$ cat src/rtl/img_window_loader.sv
// Purpose: walks a 5x5 stride-1 window over an image held in a synchronous
//          memory and loads each window (full 25 pixels, or the new right-hand
//          column of 5) into the PU window buffer.
// Latency: a read issued in cycle n is written to the buffer in cycle n+1.
//          A full load takes 26 cycles and a column load takes 6 cycles, each
//          measured from FETCH entry to WAIT_ACK.
// Backpressure: after each window the loader stalls in WAIT_ACK until win_ack.
module img_window_loader #(
  parameter int DATA_WIDTH = 16,
  parameter int IMG_W      = 32,
  parameter int IMG_H      = 32,
  parameter int IMG_ADDR_W = 10
) (
  input  logic                  clk,
  input  logic                  rst,
  input  logic                  start,
  output logic                  img_rd_en,
  output logic [IMG_ADDR_W-1:0] img_rd_addr,
  input  logic [DATA_WIDTH-1:0] img_rd_data,
  output logic                  wr_ctrl_g,
  output logic [4:0]            adrs_in1,
  output logic [DATA_WIDTH-1:0] data_g,
  output logic [5:0]            round,
  input  logic                  win_ack,
  output logic                  busy,
  output logic                  frame_done
);

  typedef enum logic [1:0] {IDLE, FETCH, WAIT_ACK} state_t;

  localparam int AW1 = IMG_ADDR_W + 1;
  localparam logic [5:0] WC_LAST = 6'(IMG_W - 5);
  localparam logic [9:0] WR_LAST = 10'(IMG_H - 5);

  state_t     state;
  logic [9:0] wr;    // window row
  logic [5:0] wc;    // window column
  logic [2:0] rr;    // pixel row (within the window) of the read in flight
  logic [2:0] cc;    // pixel column (within the window) of the read in flight; full loads only
  logic [4:0] tgt;   // buffer slot of the read in flight

  // Linear pixel address, computed one bit wider than the memory port and then truncated.
  function automatic logic [IMG_ADDR_W-1:0] pix_addr(input logic [9:0] row, input logic [6:0] col);
    logic [IMG_ADDR_W:0] a;
    a = AW1'(row) * AW1'(IMG_W) + AW1'(col);
    return a[IMG_ADDR_W-1:0];
  endfunction

  // The buffer write data is the memory response, gated so that it is zero whenever no write is active.
  assign data_g = wr_ctrl_g ? img_rd_data : '0;

  // Window sequencer: read issue, the delayed write strobe and address, and the frame handshake.
  always_ff @(posedge clk or posedge rst) begin
    if (rst) begin
      state       <= IDLE;
      wr          <= '0;
      wc          <= '0;
      rr          <= '0;
      cc          <= '0;
      tgt         <= '0;
      img_rd_en   <= 1'b0;
      img_rd_addr <= '0;
      wr_ctrl_g   <= 1'b0;
      adrs_in1    <= '0;
      round       <= '0;
      busy        <= 1'b0;
      frame_done  <= 1'b0;
    end else begin
      frame_done <= 1'b0;
      wr_ctrl_g  <= img_rd_en;
      adrs_in1   <= tgt;
      case (state)
        IDLE: begin
          if (start) begin
            state       <= FETCH;
            busy        <= 1'b1;
            wr          <= '0;
            wc          <= '0;
            round       <= '0;
            rr          <= '0;
            cc          <= '0;
            tgt         <= 5'd0;
            img_rd_en   <= 1'b1;
            img_rd_addr <= pix_addr(10'd0, 7'd0);
          end
        end
        FETCH: begin
          if (img_rd_en) begin
            if (tgt == 5'd24) begin
              img_rd_en <= 1'b0;
            end else begin
              tgt <= tgt + 5'd1;
              if (wc == '0 && cc != 3'd4) begin
                // Full load: step along the current pixel row.
                cc          <= cc + 3'd1;
                img_rd_addr <= pix_addr(wr + 10'(rr), 7'(cc) + 7'd1);
              end else begin
                // Move to the next pixel row; a column load always reads the rightmost column.
                rr          <= rr + 3'd1;
                cc          <= '0;
                img_rd_addr <= pix_addr(wr + 10'(rr) + 10'd1, (wc == '0) ? 7'd0 : 7'(wc) + 7'd4);
              end
            end
          end else if (wr_ctrl_g && adrs_in1 == 5'd24) begin
            state <= WAIT_ACK;
          end
        end
        WAIT_ACK: begin
          if (win_ack) begin
            rr <= '0;
            cc <= '0;
            if (wc != WC_LAST) begin
              // Slide one column right: only the new right-hand column is loaded.
              state       <= FETCH;
              wc          <= wc + 6'd1;
              round       <= wc + 6'd1;
              tgt         <= 5'd20;
              img_rd_en   <= 1'b1;
              img_rd_addr <= pix_addr(wr, 7'(wc) + 7'd5);
            end else if (wr != WR_LAST) begin
              // Start the next window row with a full reload.
              state       <= FETCH;
              wr          <= wr + 10'd1;
              wc          <= '0;
              round       <= '0;
              tgt         <= 5'd0;
              img_rd_en   <= 1'b1;
              img_rd_addr <= pix_addr(wr + 10'd1, 7'd0);
            end else begin
              state      <= IDLE;
              busy       <= 1'b0;
              frame_done <= 1'b1;
              wr         <= '0;
              wc         <= '0;
              round      <= '0;
            end
          end
        end
        default: state <= IDLE;
      endcase
    end
  end

endmodule
$ cat config.mk
export PLATFORM = sky130hd
export DESIGN_NAME = img_window_loader
export DESIGN_NICKNAME = d
export VERILOG_FILES = /design/src/rtl/img_window_loader.sv
export SDC_FILE = /design/constraint.sdc
export NUM_CORES = 1
export LEC_CHECK = 0
export CAP_MARGIN = 10
export CORE_MARGIN = 2
export CORE_UTILIZATION = 55
export CTS_BUF_LIST = sky130_fd_sc_hd__clkbuf_16
export DETAILED_ROUTE_END_ITERATION = 6
export MAX_ROUTING_LAYER = met4
export PLACE_DENSITY = 0.91
export SLEW_MARGIN = 20
export SYNTH_ARGS = -nofsm -noshare
export SYNTH_HDL_FRONTEND = slang
export SYNTH_SLANG_ARGS = --single-unit
$ cat constraint.sdc
create_clock -name clk -period 4.8 [get_ports clk]
set_clock_uncertainty 0.05 [all_clocks]
set_input_delay 0.48 -clock clk [delete_from_list [all_inputs] [get_ports clk]]
set_output_delay 0.48 -clock clk [all_outputs]
set_load 0.005 [all_outputs]
==> impl_metrics.ini <==
[run_status]
outcome = finished, final reports clean

[logic_synthesis]
synth_cells = 377
netlist_area_um2 = 3300
ys.flop_type = dfrtp_1
synth_cell_types = 62
syn_nets = 421
postSynthAreaPerCell_um2 = 8.75
ys_seq_area_share_pct = 36.4
async_flop_share_pct = 100
synth_seq_cells = 48
yosysWarnings = 0
synth_edf_count = 0

[cts]
h-tree-depth = 2
clock_latency_ps = 300
cts.sinks = 48
cts_resized = 0
cts_root_buf = clkbuf_16
numCtsBuffers = 5
cts_tree = yes
clockBufferDepth = 2
holdBufCountCts = 0
clkTransAtPathRegs_ps = 70
post_cts_buffers = 0

[grt]
grt_first_pass_wirelength_um = 14000
grt_pass1_vias = 3079
track_usage_pct = 28.6
grt_max_degree = 49
globalRoute.totalOverflow = 0
antenna_found_initial = 0

[finish]
fillCellCount = 430
drive_above_1_share_pct = 6.03
multi_input_area_um2 = 1910
antenna_cells = 0
fin_nets = 474
seq_area_um2 = 1200
syn2layout_area_growth_pct = 24.0

[drt]
vias = 3146
first_pass_iters = 5
drc = 0
routedWlPerCell_um = 17.6
drt_iter0_drc = 298
antenna_left = 0
vias_per_cell = 6.22
totalWireLength_um = 8890

[placement]
place_hpwl_um = 6220
place.gp.congestion = 0.914
io_buffers = 60

[timing]
setup_viol_count_final = 0
rsz0062_at_grt = no
fin_crit_sh_pct = 72.3
tightest_slew_ps = 862
setup-tns-final_ps = 0
finalHoldViolCount = 0
fmax_mhz = 288
hold_ws_ps = 404
slew_headroom_pct = 42.3
final.min_clock_period_ps = 3470
slew_viol_final = 0

[setup_path]
cp_data_arrival_time_ps = 3600
worstSetupPathType = flop to flop
r2r_cells = 12
crit_fanout = 7
worst-r2r-setup-slack_ps = 1330
r2r_end = img_rd_addr[9]$_DFFE_PP0P_
cp-start-kind = flop
setup.worst_path.end_class = flop
r2r-start = wr[0]$_DFFE_PP0P_
required_ps = 4930

[floorplan]
coreArea_um2 = 5850
io_pins = 61
start_util_pct = 56.4
num_rows = 28
die_area_um2 = 6630
die_w_um = 81.4
die_y_um = 81.4

[pwr]
power-per-cell-area_nw_per_um2 = 477
peakVddDrop_mv = 0.351
p_leak_nw = 1.74

[hold_path]
hp-start = tgt[1]$_DFFE_PP0P_
hold_path_depth = 0
hold_end = adrs_in1[1]$_DFF_PP0_
hp-class = flop to flop

[flow_run]
cap_violations = 0
==> where the power goes <==
group,total [mW],internal [mW],switching (mW),leakage (nW)
Sequential,0.571,0.477,0.0940,0.648
Clock,0.411,0.248,0.163,0.0840
Combinational,0.970,0.387,0.583,1.01
Total,1.95,1.11,0.840,1.74
==> flip-flops by register name (all words and copies together) (netlist names), 2 cells and up <==
signal       cells
adrs_in1         5
rr               3
wc               6
tgt              5
state            2
img_rd_addr     10
wr              10
cc               3
==> cells in the final DEF (no fill, tap or decap), drive strengths merged, types with 2 or more instances in the layout <==
cell	Yosys	final
a211o	2	2
a211oi	4	4
a21o	3	3
a21oi	14	14
a22oi	3	3
a31oi	2	2
a32o	2	2
and2	20	20
and3	6	6
clkbuf	7	5
clkdlybuf4s50	0	60
clkinv	0	3
dfrtp	48	48
fa	2	2
ha	22	22
inv	28	27
mux2i	4	4
nand2	49	49
nand2b	2	2
nand3	18	18
nand4	5	5
nand4b	2	2
nor2	22	22
nor2b	4	4
nor3	5	5
nor4	2	2
o211ai	2	2
o21ai	41	41
o22a	4	4
o22ai	5	5
o31ai	7	7
o41ai	2	2
or2	2	2
or3	3	3
xnor2	9	9
xor2	5	5
==> critical path, stage by stage (launching register included) <==
cell	delay, ps
dfrtp_1	470
ha_1	230
inv_1	60
fa_1	550
inv_1	60
ha_1	300
inv_1	60
fa_1	440
or3_1	390
a211o_1	280
a21oi_2	160
mux2i_1	220
a22oi_2	90
==> synthesized netlist by cell type (2+ instances only) <==
cell type | n | area [um2]
clkbuf_1 | 7 | 26.3
buf_2 | 2 | 10.0
nor2b_1 | 4 | 25.0
xor2_1 | 5 | 43.8
nand3_1 | 17 | 85.1
or3_1 | 3 | 18.8
and2_1 | 20 | 125
o22ai_1 | 5 | 31.3
a211o_1 | 2 | 17.5
a31oi_1 | 2 | 12.5
a32o_1 | 2 | 20.0
buf_4 | 4 | 30.0
a22oi_1 | 2 | 15.0
mux2i_1 | 4 | 40.0
o21ai_0 | 40 | 200
o22a_1 | 4 | 35.0
a21oi_2 | 2 | 17.5
a211oi_1 | 3 | 22.5
fa_1 | 2 | 40.0
nor3_1 | 5 | 25.0
dfrtp_1 | 48 | 1200
a21o_1 | 3 | 22.5
nor2_1 | 21 | 78.8
ha_1 | 22 | 275
nor4_1 | 2 | 12.5
and3_1 | 6 | 37.5
inv_1 | 28 | 105
a21oi_1 | 12 | 60.1
nand4_1 | 5 | 31.3
o31ai_1 | 7 | 52.6
nand2_1 | 49 | 184
xnor2_1 | 9 | 78.8
==> area by class of cell <==
class                           count  area share [%]
Tap cell                           75            2.29
Clock buffer                        5            3.06
Inverter                           28            2.60
Multi-Input combinational cell    287            46.8
Sequential cell                    48            29.4
Clock inverter                      3            1.16
Timing Repair Buffer               60            14.7
==> through the flow <==
stage / cell area (um2) / total power [mW] / utilization, % / setup slack [ps] / instances
after floorplan: 3300 / 1.17 / - / 1520 / 377
final: 4090 / 1.95 / 69.9 / 1330 / 506
after global routing: 4090 / 2.06 / 69.9 / 1170 / 506
after CTS: 4090 / 1.93 / 69.9 / 1350 / 506
after global placement: 3920 / 1.46 / 66.9 / 1510 / 498
after detailed placement: 3920 / 1.51 / 66.9 / 1370 / 498
==> cells by family (layout without fill, tap and decap cells) <==
kind of cell | count (synthesis) | in the layout | synth area share, %
compound gates | 100 | 100 | 20.4
xor+xnor | 14 | 14 | 3.72
fa+ha+maj | 24 | 24 | 9.56
buf+inv | 42 | 96 | 5.54
flops | 48 | 48 | 36.4
mux | 5 | 5 | 1.56
simple gates | 144 | 144 | 22.8
==> layer usage <==
metal  up-vias  track usage (%)  share of wire (%)
met1      1477             32.4                 38
met2       191             47.5                 50
met3        37             5.49                8.4
met4         0             16.1                3.6
li1       1441                -                  -
met5         -                -                  0
==> worst max-delay path by stage <==
| stage | from | to | slack (ps) | depth (start not counted) |
|---|---|---|---|---|
| final | wr[0]$_DFFE_PP0P_ | img_rd_addr[9]$_DFFE_PP0P_ | 1330 | 12 |
| after floorplan | wr[1]$_DFFE_PP0P_ | img_rd_addr[9]$_DFFE_PP0P_ | 1520 | 12 |
| after global placement | wr[0]$_DFFE_PP0P_ | img_rd_addr[9]$_DFFE_PP0P_ | 1510 | 12 |
| after CTS | wr[0]$_DFFE_PP0P_ | img_rd_addr[9]$_DFFE_PP0P_ | 1350 | 12 |
| after global routing | wr[0]$_DFFE_PP0P_ | img_rd_addr[9]$_DFFE_PP0P_ | 1170 | 12 |
| after detailed placement | wr[0]$_DFFE_PP0P_ | img_rd_addr[9]$_DFFE_PP0P_ | 1370 | 12 |
(Power assumes the default switching activity.)
